`src/rtl/shift_result_stage_pkg.sv`:
```
// Shared ALU definitions for the shift result stages.
// Width defaults and the N/Z/C/V flag bundle.
package shift_result_stage_pkg;

    localparam int DW_DEF    = 16;
    localparam int SW_DEF    = 4;
    localparam int CNT_W_DEF = 8;

    localparam logic FLAG_V_ASR = 1'b0;

    typedef struct packed {
        logic n;
        logic z;
        logic c;
        logic v;
    } flags_t;

endpackage

```
`src/rtl/shift_result_stage_if.sv`:
```
// Handshake bundle between the shift mux, the result stage
// and the ALU writeback.
interface shift_result_stage_if
    import shift_result_stage_pkg::*;
#(
    parameter int DW = DW_DEF,
    parameter int SW = SW_DEF
);
    logic          in_valid;
    logic          in_ready;
    logic [DW-1:0] in_a;
    logic [SW-1:0] in_sh;
    logic [DW-1:0] in_r;
    logic          out_valid;
    logic          out_ready;
    logic [DW-1:0] out_r;
    logic          out_n;
    logic          out_z;
    logic          out_c;
    logic          out_v;

    modport slave (
        input  in_valid, in_a, in_sh, in_r, out_ready,
        output in_ready, out_valid, out_r,
        output out_n, out_z, out_c, out_v
    );

    modport master (
        output in_valid, in_a, in_sh, in_r, out_ready,
        input  in_ready, out_valid, out_r,
        input  out_n, out_z, out_c, out_v
    );
endinterface

```
`src/rtl/shift_result_stage_asr_carry_calc.sv`:
```
// Carry out of a right shift: the last bit shifted out,
// i.e. a[sh-1], and zero when nothing is shifted.
module asr_carry_calc
    import shift_result_stage_pkg::*;
#(
    parameter int DW = DW_DEF,
    parameter int SW = SW_DEF
) (
    input  logic [DW-1:0] a_i,
    input  logic [SW-1:0] sh_i,
    output logic          c_o
);
    logic [SW-1:0] idx;

    assign idx = sh_i - SW'(1);
    assign c_o = (sh_i != '0) && a_i[idx];
endmodule

```
`src/rtl/shift_result_stage.sv`:
```
// Registered ASR result stage: flags, 2-entry skid buffer
// and delivered-result counter toward ALU writeback.
module shift_result_stage
    import shift_result_stage_pkg::*;
#(
    parameter int DW    = DW_DEF,
    parameter int SW    = SW_DEF,
    parameter int CNT_W = CNT_W_DEF
) (
    input  logic             clk,
    input  logic             rst_n,
    shift_result_stage_if.slave io,
    output logic [CNT_W-1:0] res_count
);
    localparam logic [1:0] ST_EMPTY = 2'b00;
    localparam logic [1:0] ST_ONE   = 2'b01;
    localparam logic [1:0] ST_FULL  = 2'b11;

    logic [1:0]       state_q, state_d;
    logic [DW-1:0]    out_r_q, out_r_d;
    logic [DW-1:0]    skid_r_q, skid_r_d;
    flags_t           out_f_q, out_f_d;
    flags_t           skid_f_q, skid_f_d;
    logic [CNT_W-1:0] cnt_q, cnt_d;
    logic             carry;
    flags_t           in_f;
    logic             accept;
    logic             deliver;

    asr_carry_calc #(.DW(DW), .SW(SW)) u_carry (
        .a_i  (io.in_a),
        .sh_i (io.in_sh),
        .c_o  (carry)
    );

    assign in_f.n = io.in_r[DW-1];
    assign in_f.z = (io.in_r == '0);
    assign in_f.c = carry;
    assign in_f.v = FLAG_V_ASR;

    // state[1] is the skid-occupied bit, state[0] the output-valid bit
    assign io.in_ready  = ~state_q[1];
    assign io.out_valid = state_q[0];
    assign io.out_r     = out_r_q;
    assign io.out_n     = out_f_q.n;
    assign io.out_z     = out_f_q.z;
    assign io.out_c     = out_f_q.c;
    assign io.out_v     = out_f_q.v;
    assign res_count    = cnt_q;

    assign accept  = io.in_valid && io.in_ready;
    assign deliver = io.out_valid && io.out_ready;

    always_comb begin
        state_d  = state_q;
        out_r_d  = out_r_q;
        out_f_d  = out_f_q;
        skid_r_d = skid_r_q;
        skid_f_d = skid_f_q;
        cnt_d    = cnt_q + CNT_W'(deliver);
        case (state_q)
            ST_EMPTY: begin
                if (accept) begin
                    state_d = ST_ONE;
                    out_r_d = io.in_r;
                    out_f_d = in_f;
                end
            end
            ST_ONE: begin
                if (accept && deliver) begin
                    out_r_d = io.in_r;
                    out_f_d = in_f;
                end else if (accept) begin
                    state_d  = ST_FULL;
                    skid_r_d = io.in_r;
                    skid_f_d = in_f;
                end else if (deliver) begin
                    state_d = ST_EMPTY;
                end
            end
            ST_FULL: begin
                if (deliver) begin
                    state_d = ST_ONE;
                    out_r_d = skid_r_q;
                    out_f_d = skid_f_q;
                end
            end
            default: state_d = ST_EMPTY;
        endcase
    end

    always_ff @(posedge clk or negedge rst_n) begin
        if (!rst_n) begin
            state_q  <= ST_EMPTY;
            out_r_q  <= '0;
            out_f_q  <= '0;
            skid_r_q <= '0;
            skid_f_q <= '0;
            cnt_q    <= '0;
        end else begin
            state_q  <= state_d;
            out_r_q  <= out_r_d;
            out_f_q  <= out_f_d;
            skid_r_q <= skid_r_d;
            skid_f_q <= skid_f_d;
            cnt_q    <= cnt_d;
        end
    end
endmodule

```
`src/flat_wrapper.sv`:
```
// flat-port wrapper written by rule: the top's interface ports become plain ports
module shift_result_stage_flat import shift_result_stage_pkg::*;
#(
    parameter int DW    = DW_DEF,
    parameter int SW    = SW_DEF,
    parameter int CNT_W = CNT_W_DEF
)
  (clk, rst_n, res_count, io_in_valid, io_in_a, io_in_sh, io_in_r, io_out_ready, io_in_ready, io_out_valid, io_out_r, io_out_n, io_out_z, io_out_c, io_out_v);
  shift_result_stage_if #(.DW(DW), .SW(SW)) io_i ();
  input  logic clk;
  input  logic rst_n;
  output logic [CNT_W-1:0] res_count;
  input wire logic [$bits(io_i.in_valid)-1:0] io_in_valid;
  input wire logic [$bits(io_i.in_a)-1:0] io_in_a;
  input wire logic [$bits(io_i.in_sh)-1:0] io_in_sh;
  input wire logic [$bits(io_i.in_r)-1:0] io_in_r;
  input wire logic [$bits(io_i.out_ready)-1:0] io_out_ready;
  output wire logic [$bits(io_i.in_ready)-1:0] io_in_ready;
  output wire logic [$bits(io_i.out_valid)-1:0] io_out_valid;
  output wire logic [$bits(io_i.out_r)-1:0] io_out_r;
  output wire logic [$bits(io_i.out_n)-1:0] io_out_n;
  output wire logic [$bits(io_i.out_z)-1:0] io_out_z;
  output wire logic [$bits(io_i.out_c)-1:0] io_out_c;
  output wire logic [$bits(io_i.out_v)-1:0] io_out_v;
  assign io_i.in_valid = io_in_valid;
  assign io_i.in_a = io_in_a;
  assign io_i.in_sh = io_in_sh;
  assign io_i.in_r = io_in_r;
  assign io_i.out_ready = io_out_ready;
  assign io_in_ready = io_i.in_ready;
  assign io_out_valid = io_i.out_valid;
  assign io_out_r = io_i.out_r;
  assign io_out_n = io_i.out_n;
  assign io_out_z = io_i.out_z;
  assign io_out_c = io_i.out_c;
  assign io_out_v = io_i.out_v;
  shift_result_stage #(.DW(DW), .SW(SW), .CNT_W(CNT_W)) u_core (.clk(clk), .rst_n(rst_n), .io(io_i), .res_count(res_count));
endmodule
```
`config.mk`:
```
export PLATFORM = sky130hd
export DESIGN_NAME = shift_result_stage_flat
export DESIGN_NICKNAME = d
export VERILOG_FILES = /design/src/rtl/shift_result_stage_pkg.sv /design/src/rtl/shift_result_stage_if.sv /design/src/rtl/shift_result_stage_asr_carry_calc.sv /design/src/rtl/shift_result_stage.sv /design/src/flat_wrapper.sv
export SDC_FILE = /design/constraint.sdc
export NUM_CORES = 1
export LEC_CHECK = 0
export ABC_AREA = 1
export CORE_MARGIN = 8
export CORE_UTILIZATION = 45
export DETAILED_ROUTE_END_ITERATION = 8
export PLACE_DENSITY = 0.81
export SLEW_MARGIN = 20
export SYNTH_ARGS = -nofsm -noshare
export SYNTH_HDL_FRONTEND = slang
export SYNTH_HIERARCHICAL = 1
export SYNTH_SLANG_ARGS = --single-unit
```
`constraint.sdc`:
```
create_clock -name clk -period 2.1 [get_ports clk]
set_clock_uncertainty 0.2 [all_clocks]
set_input_delay 0.21 -clock clk [delete_from_list [all_inputs] [get_ports clk]]
set_output_delay 0.21 -clock clk [all_outputs]
set_load 0.02 [all_outputs]
```
Yosys cells after proc, flatten, opt, wreduce, memory -nomap -nowiden:

Index checks and enable logic that the tools add are counted.

* $add $sub $neg: 2
* $lt $le $gt $ge: 1
* eq/ne operators: 7
* mux-type cells: 16
* bitwise operators: 2
* reduce and logical (&&, ||, !) cells: 11

Operator list (count)
* $mux 16: 3
* $pmux 16 s3: 1
* $logic_not 16->1: 1
* $mux 4: 3
* $pmux 4 s3: 1
* $mux 2: 5
* $add 8x1->8: 1
* $reduce_and 4->1: 2
* $ne 2x1->1 const B: 3
* $pmux 2 s3: 1
* $lt 4x5->1 const B: 1
* $bmux 1 s4: 1
* $logic_and 1x1->1: 4
* $reduce_bool 4->1: 1
* $sub 4x1->4 const B: 1
* $ne 3x1->1 const B: 1
* $reduce_and 3->1: 1
* $reduce_bool 3->1: 1
* $eq 2x1->1 const B: 1
* $eq 2x2->1 const B: 1
* $logic_not 2->1: 1
* $ne 2x2->1 const B: 1
* $not 1->1: 2
* $mux 1: 1

* flip-flop bits (word level): 49
* input port bits: 40
* output and inout bits: 30
* logic and storage cells: 50

Depth between registers and ports, before layout:

Gate-level depths: netlist of the first run.

* depth after elaboration: 6
* gate-level depth with buffers: 15
* mapped depth without buffers: 13

Cells and area by module:

The synthesis of the first run kept the hierarchy.

By module, submodules not included
* shift_result_stage: times used 1, cells an instance 280, area each 2317.2 um^2, seq. area each 1151.1 um^2
* asr_carry_calc: times used 1, cells an instance 52, area each 255.2 um^2, seq. area each 0.0 um^2

Worst setup path after synthesis of the first run:

No wires, ideal clock.

* kind: register to register
* start point: register u_core.state_q[0]
* end point: register u_core.out_f_q (netlist bit u_core/io.out_c)
* setup time: 0.117 ns
* arrival: 1.698 ns
* required time: 1.783 ns
* path slack: 0.085 ns
* cell stages (with the launch flop): 11
* path buffers: 1
* clock period less this slack: 2.015 ns
* cells stage by stage: dfrtp_1 > inv_1 > ha_1 > inv_1 > nor2_1 > nand3b_4 > nor2_8 > inv_6 > buf_12 > nand2_2 > nand2_1

* cells in the longest elaborated chain, start to end: 4
* elaborated cells between the ends (all ways): 11
* classes of those cells: eq/ne (5); mux (1); reduce/logical (5)

Ends and longest elaborated chain
* start: declaration: line shift_result_stage.sv:19 `logic [1:0] state_q, state_d;`
* start signal: assignment: line shift_result_stage.sv:101 `state_q <= state_d;`
* $logic_and 1x1->1: line shift_result_stage.sv:52 `assign deliver = io.out_valid && io.out_ready;`
* $logic_and 1x1->1: line shift_result_stage.sv:70 `if (accept && deliver) begin`
* $ne 2x1->1 (no line)
* $reduce_and 4->1 (no line)
* end signal: assignment: line shift_result_stage.sv:103 `out_f_q <= out_f_d;`
* end: declaration: line shift_result_stage.sv:22 `flags_t out_f_q, out_f_d;`

Parallel ways exist; a longest one is shown, timed or not.
A chain may end at the register's enable or synchronous reset.

Worst setup path after layout of the first run:

* start point: register u_core.state_q[1]
* end point: register u_core.out_r_q[4] (netlist: u_core/io.out_r[4])

* cells in the longest elaborated chain, start to end: 5
* elaborated cells between the ends (all ways): 12
* classes of those cells: eq/ne (5); mux (1); bitwise (1); reduce/logical (5)

Ends and longest elaborated chain
* $not 1->1: line shift_result_stage.sv:42 `assign io.in_ready = ~state_q[1];`
* $logic_and 1x1->1: line shift_result_stage.sv:51 `assign accept = io.in_valid && io.in_ready;`
* $logic_and 1x1->1: line shift_result_stage.sv:70
* $ne 2x1->1 (no line)
* $reduce_and 4->1 (no line)
* end signal: assignment: line shift_result_stage.sv:102 `out_r_q <= out_r_d;`
* end: declaration: line shift_result_stage.sv:20 `logic [DW-1:0] out_r_q, out_r_d;`

Parallel ways exist; a longest one is shown, timed or not.

==> results of run 1 <==
==> registers in the layout, indices dropped and copies added (netlist names) <==
register          count
u_core/io.out_z       1
u_core/io.out_n       1
u_core/io.out_c       1
u_core/skid_f_q       3
u_core/res_count      8
u_core/skid_r_q      15
u_core/state_q        2
u_core/io.out_r      15
==> layer usage <==
layer,global-route usage [%],wire length (um),vias up
met5,0,0,-
met4,5.866,100,0
met3,4.401,367,7
met2,24.85,2905,58
met1,16.59,2404,992
li1,-,-,1156
==> through the flow <==
stage / total power, mW / area, um2 / utilization, % / TNS, ns / hold slack [ns]
3_5_place_dp: 3.971 / 3312 / 60.15 / -0.1555 / 0.07865
6_report: 4.459 / 3425 / 62.19 / 0 / 0.2670
2_1_floorplan: 3.079 / 2572 / - / 0 / -0.2856
3_3_place_gp: 3.880 / 3312 / 60.15 / -0.05151 / 0.08084
5_1_grt: 4.858 / 3425 / 62.19 / -0.008990 / 0.3206
4_1_cts: 4.527 / 3412 / 61.96 / 0 / 0.2838
==> where the power goes <==
group | switching [mW] | total (mW) | internal [mW] | leakage [nW]
clock network | 0.305 | 0.539 | 0.234 | 0.0441
logic | 1.37 | 2.39 | 1.02 | 1.09
registers | 0.234 | 1.53 | 1.29 | 0.573
==> final timing paths <==
path | startpoint | end | slack (ns) | depth (start not counted)
max | u_core/state_q[1] | u_core/io.out_r[4] | 0.15 | 9
min | rst_n | u_core/res_count[4] | 0.27 | 2
max reg2reg | u_core/state_q[1] | u_core/io.out_r[4] | 0.15 | 9
min reg2reg | u_core/io.out_r[12] | u_core/io.out_r[12] | 0.29 | 2
max in group asynchronous | rst_n | u_core/io.out_c | 0.90 | 3
min in group clk | u_core/io.out_r[12] | u_core/io.out_r[12] | 0.29 | 2
==> cells by family (layout without fill, tap and decap cells) <==
group	Yosys count	in the layout	share of synthesized area, %
buffers and inverters	50	122	9.970
AND/OR/NAND/NOR	184	184	31.71
XOR/XNOR	5	5	1.703
adder cells (fa/ha/maj)	8	8	3.891
AO/OA/AOI/OAI	38	38	7.831
flip-flops	46	46	44.75
other	1	1	0.1458
==> worst max-delay path, stage by stage (launching register included) <==
cell and delay, ns:
dfrtp_1 0.50, inv_2 0.11, ha_1 0.30, inv_1 0.06, nor2_1 0.03, nand3b_4 0.17, nor2_8 0.21, inv_6 0.13
nand2_1 0.09, nand2_1 0.05
==> timing repair <==
item                                    CTS  global route
hold endpoints to repair                 27             0
resized for setup                         0             1
hold buffers                              1             0
endpoints found under the setup margin    0             2
==> final cells by class <==
class / instances / area, um2 / share of cell area (%)
multi-input cells: 236 / 1177 / 34.38
clock inverters: 3 / 21.27 / 0.6211
repair buffers: 76 / 763.2 / 22.29
well taps: 72 / 90.09 / 2.631
inverters: 38 / 152.6 / 4.457
clock buffers: 5 / 68.82 / 2.010
flip-flops and latches: 46 / 1151 / 33.61
==> placed cells by master, fill, tap and decap left out, types with 2 or more instances in the layout <==
master / Yosys / routed
nand4_1: 2 / 2
clkbuf_8: 0 / 5
nand2_4: 2 / 2
a21oi_1: 5 / 5
nand2_2: 13 / 13
inv_4: 2 / 2
buf_4: 2 / 5
dfrtp_1: 46 / 46
inv_1: 34 / 34
buf_12: 2 / 2
clkdlybuf4s50_1: 0 / 67
ha_1: 8 / 7
o21ai_0: 32 / 32
nor2_1: 24 / 24
xor2_1: 3 / 3
xnor2_1: 2 / 2
nand2_1: 121 / 121
nand3_1: 15 / 15
==> reports/metrics.cfg, run 1 <==
[placed_design]
io_buffers=68
dp.cells=467
dpl.hpwl_mm=4.495
post-place-ws_ns=-0.1555
gp_congestion=0.8719

[yosys]
syn_nets=380
yosys_warnings=6
syn_area_per_cell_um2=7.748
synth_edf_count=0
synth-async-reset-ratio_pct=100.0
synth_top_area_share_pct=44.75
synth_area_leader_cell=dfrtp_1
synthDistinctLibCells=31
ys_ff_latch=46
synth.cell_area_mm2=0.002572
yosysMostFrequentCell=nand2_1
netlist_instances=332
ys_seq_area_share_pct=44.75
synth_common_cells=121 x nand2_1, 46 x dfrtp_1, 34 x inv_1, 32 x o21ai_0, 24 x nor2_1
synth_flop_cell=dfrtp_1
synth_area_leaders=dfrtp_1 45%, nand2_1 18%, o21ai_0 6.2%, inv_1 5.0%, ha_1 3.9%

[global_routing]
grt_antenna_before_repair=0
grtUsageTotal_pct=14.55
grt_overflow=0
grt_max_degree=29
grt_pass1_wl_mm=10.09
grt_pass1_vias=2265

[hold_path]
hold_class=in -> async

[clock_network]
clk_path_buf_depth=2
cts_root_buf=clkbuf_8
cts_setup_buffers=0
cts-buffers-inserted=5
h-tree-depth=2
cts_tree=done
clk_pin_slew_ns=0.09
clk_latency_ns=0.30
cts.sinks=46

[sta]
finalSetupViolCount=0
slew_violations=0
hold_violations=0
fmax_mhz=512.8
setup_slack_ns=0.1499
slew_headroom_pct=56.32
period_share_pct=92.86
worstMarginPinSlew_ns=0.6544
rsz0062_at_grt=yes
period_needed_ns=1.950

[drt]
drt_pass1_iterations=4
viasPerCell=4.649
drt_iter0_markers=104
ant_nets=0
wire_per_inst_um=12.14
remaining_drc_errors=0
num_vias=2213
finalWirelength_mm=5.778

[power_and_ir_drop]
power_leakage_nw=1.705
peakVddDrop_mv=0.6462
power_density_mw_per_mm2=1302

[cells_and_area]
diodes=0
drive_above_1_share_pct=10.40
final_nets=451
stdcell_count=476
syn2layout_area_growth_pct=33.12
nFillCells=479

[worst_setup_path]
path_class=reg -> reg
endpoint_kind=register
path_max_fanout=18
required_ns=2.09
cp.arrival_ns=1.94
critPathLaunchType=register

[floorplanning]
dieArea_mm2=0.008392
core_mm2=0.005507
fp.dieW_um=91.61
fp.dieH_um=91.61
ios=70
rows=27
start_util_pct=46.72

[run]
maxCapViolCount=0

[run_status]
status=complete, no violations

Note: power is estimated with default switching activity, not from simulation.
==> run 2: changes to the inputs <==
ABC_CLOCK_PERIOD_IN_PS = 2100   (was unset)
CAP_MARGIN = 15   (was unset)
CORE_UTILIZATION = 48   (was 45)
PLACE_DENSITY = 0.86   (was 0.81)
==> run 2 against run 1 <==
Critical path depth down 7. Non-clock buffer count grew 1. Via count rose by 0.99%. First-iteration DRC count is 21% lower. Final cell count decreased by 0.21%. Count of clock-buffer cells in the layout unchanged. Critical path type is now reg -> out. Largest cell class unchanged. Largest power group unchanged.
==> reports/metrics.cfg, run 2 (synthesized netlist as in run 1, its figures left out) <==
[run_status]
status=complete, no violations

[floorplanning]
dieArea_mm2=0.007958
ios=70
rows=26
fp.dieW_um=89.21
fp.dieH_um=89.21
core_mm2=0.005140
start_util_pct=50.05

[drt]
num_vias=2235
viasPerCell=4.705
finalWirelength_mm=5.877
drt_iter0_markers=82
remaining_drc_errors=0
drt_pass1_iterations=4
wire_per_inst_um=12.37
ant_nets=0

[cells_and_area]
syn2layout_area_growth_pct=33.80
stdcell_count=475
drive_above_1_share_pct=10.62
final_nets=452
nFillCells=442
final_common_cell=nand2_1
diodes=0
final_cell_area_mm2=0.003442
layout_common_cells=121 x nand2_1, 67 x clkdlybuf4s50_1, 46 x dfrtp_1

[placed_design]
dp.cells=466
place_area_mm2=0.003292
dpl.hpwl_mm=4.607
io_buffers=68
gp_congestion=0.8591

[clock_network]
h-tree-depth=2
cts_tree=done
clk_pin_slew_ns=0.08
cts_setup_buffers=0
cts-buffers-inserted=5
cts_root_buf=clkbuf_8
cts.sinks=46
clk_latency_ns=0.30
clk_path_buf_depth=2

[global_routing]
grt_antenna_before_repair=0
grt_pass1_vias=2280
grt_overflow=0
grt_max_degree=47
grt_pass1_wl_mm=9.908
grtUsageTotal_pct=15.90

[worst_setup_path]
crit_buf_inv=2
critPathLaunchType=register
r2r_slack_ns=0.18
critPathSlowestCell=clkdlybuf4s50_1
crit_chain=inv_2 -> clkdlybuf4s50_1
crit_family=buffers and inverters
cp.arrival_ns=1.53
endpoint_kind=primary output
required_ns=1.69
path_class=reg -> out
path_max_fanout=6
max_stage_delay_ns=0.62

[sta]
fin_setup_tns_ns=0
rsz0062_at_grt=no
worstMarginPinSlew_ns=0.6471
finalSetupViolCount=0
period_needed_ns=1.943
period_share_pct=92.50
slew_violations=0
hold_ws_ns=0.2862
hold_violations=0
fmax_mhz=514.8
slew_headroom_pct=56.81

[power_and_ir_drop]
p_comb_share_pct=50.5
power.share.switching_pct=40.53
clockPowerShare_pct=16.6
p_int_mw=2.769
peakVddDrop_mv=0.5682
total_power_mw=4.655
power_density_mw_per_mm2=1352
power_switching_mw=1.887
seqPwrFrac_pct=32.9
power_leakage_nw=1.724

[run]
maxCapViolCount=0

[hold_path]
hold_class=reg -> reg

[run 2: changes by cell type in the layout (fill, tap and decap cells not counted)]
cell,change
buf_4,+3
buf_12,-2
bufinv_16,+2
clkinv_2,-1
clkinvlp_4,-1
ha_2,+1
ha_4,-1
[run 2: final timing paths]
check	from	endpoint	cells after the start
max	u_core/state_q[1]	io_in_ready	2
min	u_core/io.out_r[12]	u_core/io.out_r[12]	2
max reg2reg	u_core/state_q[1]	u_core/io.out_r[3]	5
min reg2reg	u_core/io.out_r[12]	u_core/io.out_r[12]	2
max in group asynchronous	rst_n	u_core/skid_r_q[5]	3
min in group asynchronous	rst_n	u_core/res_count[4]	3
[run 2: worst register-to-register path: cells and delay by family (launching register included)]
family                   cells  cell delay [ns]
AO/OA/AOI/OAI                1             0.22
adder cells (fa/ha/maj)      1             0.26
buffers and inverters        1             0.49
flip-flops                   1             0.48
AND/OR/NAND/NOR              2             0.16
[run 2: timing repair]
action / 4_1_cts / 5_1_grt
resized for setup: 0 / 1
hold endpoints to repair: 46 / 0
setup endpoints to repair: 0 / 1
hold buffers: 1 / 0
[run 2: stage by stage]
stage | setup WS (ns) | utilization, %
floorplan | 0.08487 | -
global placement | -0.04139 | 64.05
detailed placement | -0.1296 | 64.05
CTS | 0.1416 | 66.92
global route | 0.003601 | 66.97
finish | 0.1575 | 66.97
[run 2: per-layer routing]
metal / global-route usage (%) / wire length (um) / vias to the layer above / part of all wire, %
li1: - / - / 1156 / -
met1: 17.59 / 2459 / 1021 / 42
met2: 28.82 / 3033 / 49 / 52
met3: 2.757 / 265 / 9 / 4.5
met4: 7.402 / 119 / 0 / 2.0
met5: 0 / 0 / - / 0
[run 2: cell type report]
cell class	count	area [um2]	share of cell area [%]
inverter	38	152.6	4.435
tap	70	87.58	2.545
sequential	46	1151	33.44
clock inverter	3	68.82	1.999
multi-input combinational	236	1167	33.91
clock buffer	5	68.82	1.999
timing repair buffer	77	745.7	21.66
[run 2: power groups by stage]
stage	Clock (mW)	Sequential, mW	Combinational, mW
4_1_cts	0.793	1.53	2.39
2_1_floorplan	0	1.81	1.27
6_report	0.772	1.53	2.35
3_3_place_gp	0	1.53	2.30
5_1_grt	0.829	1.58	2.62
3_5_place_dp	0	1.55	2.37
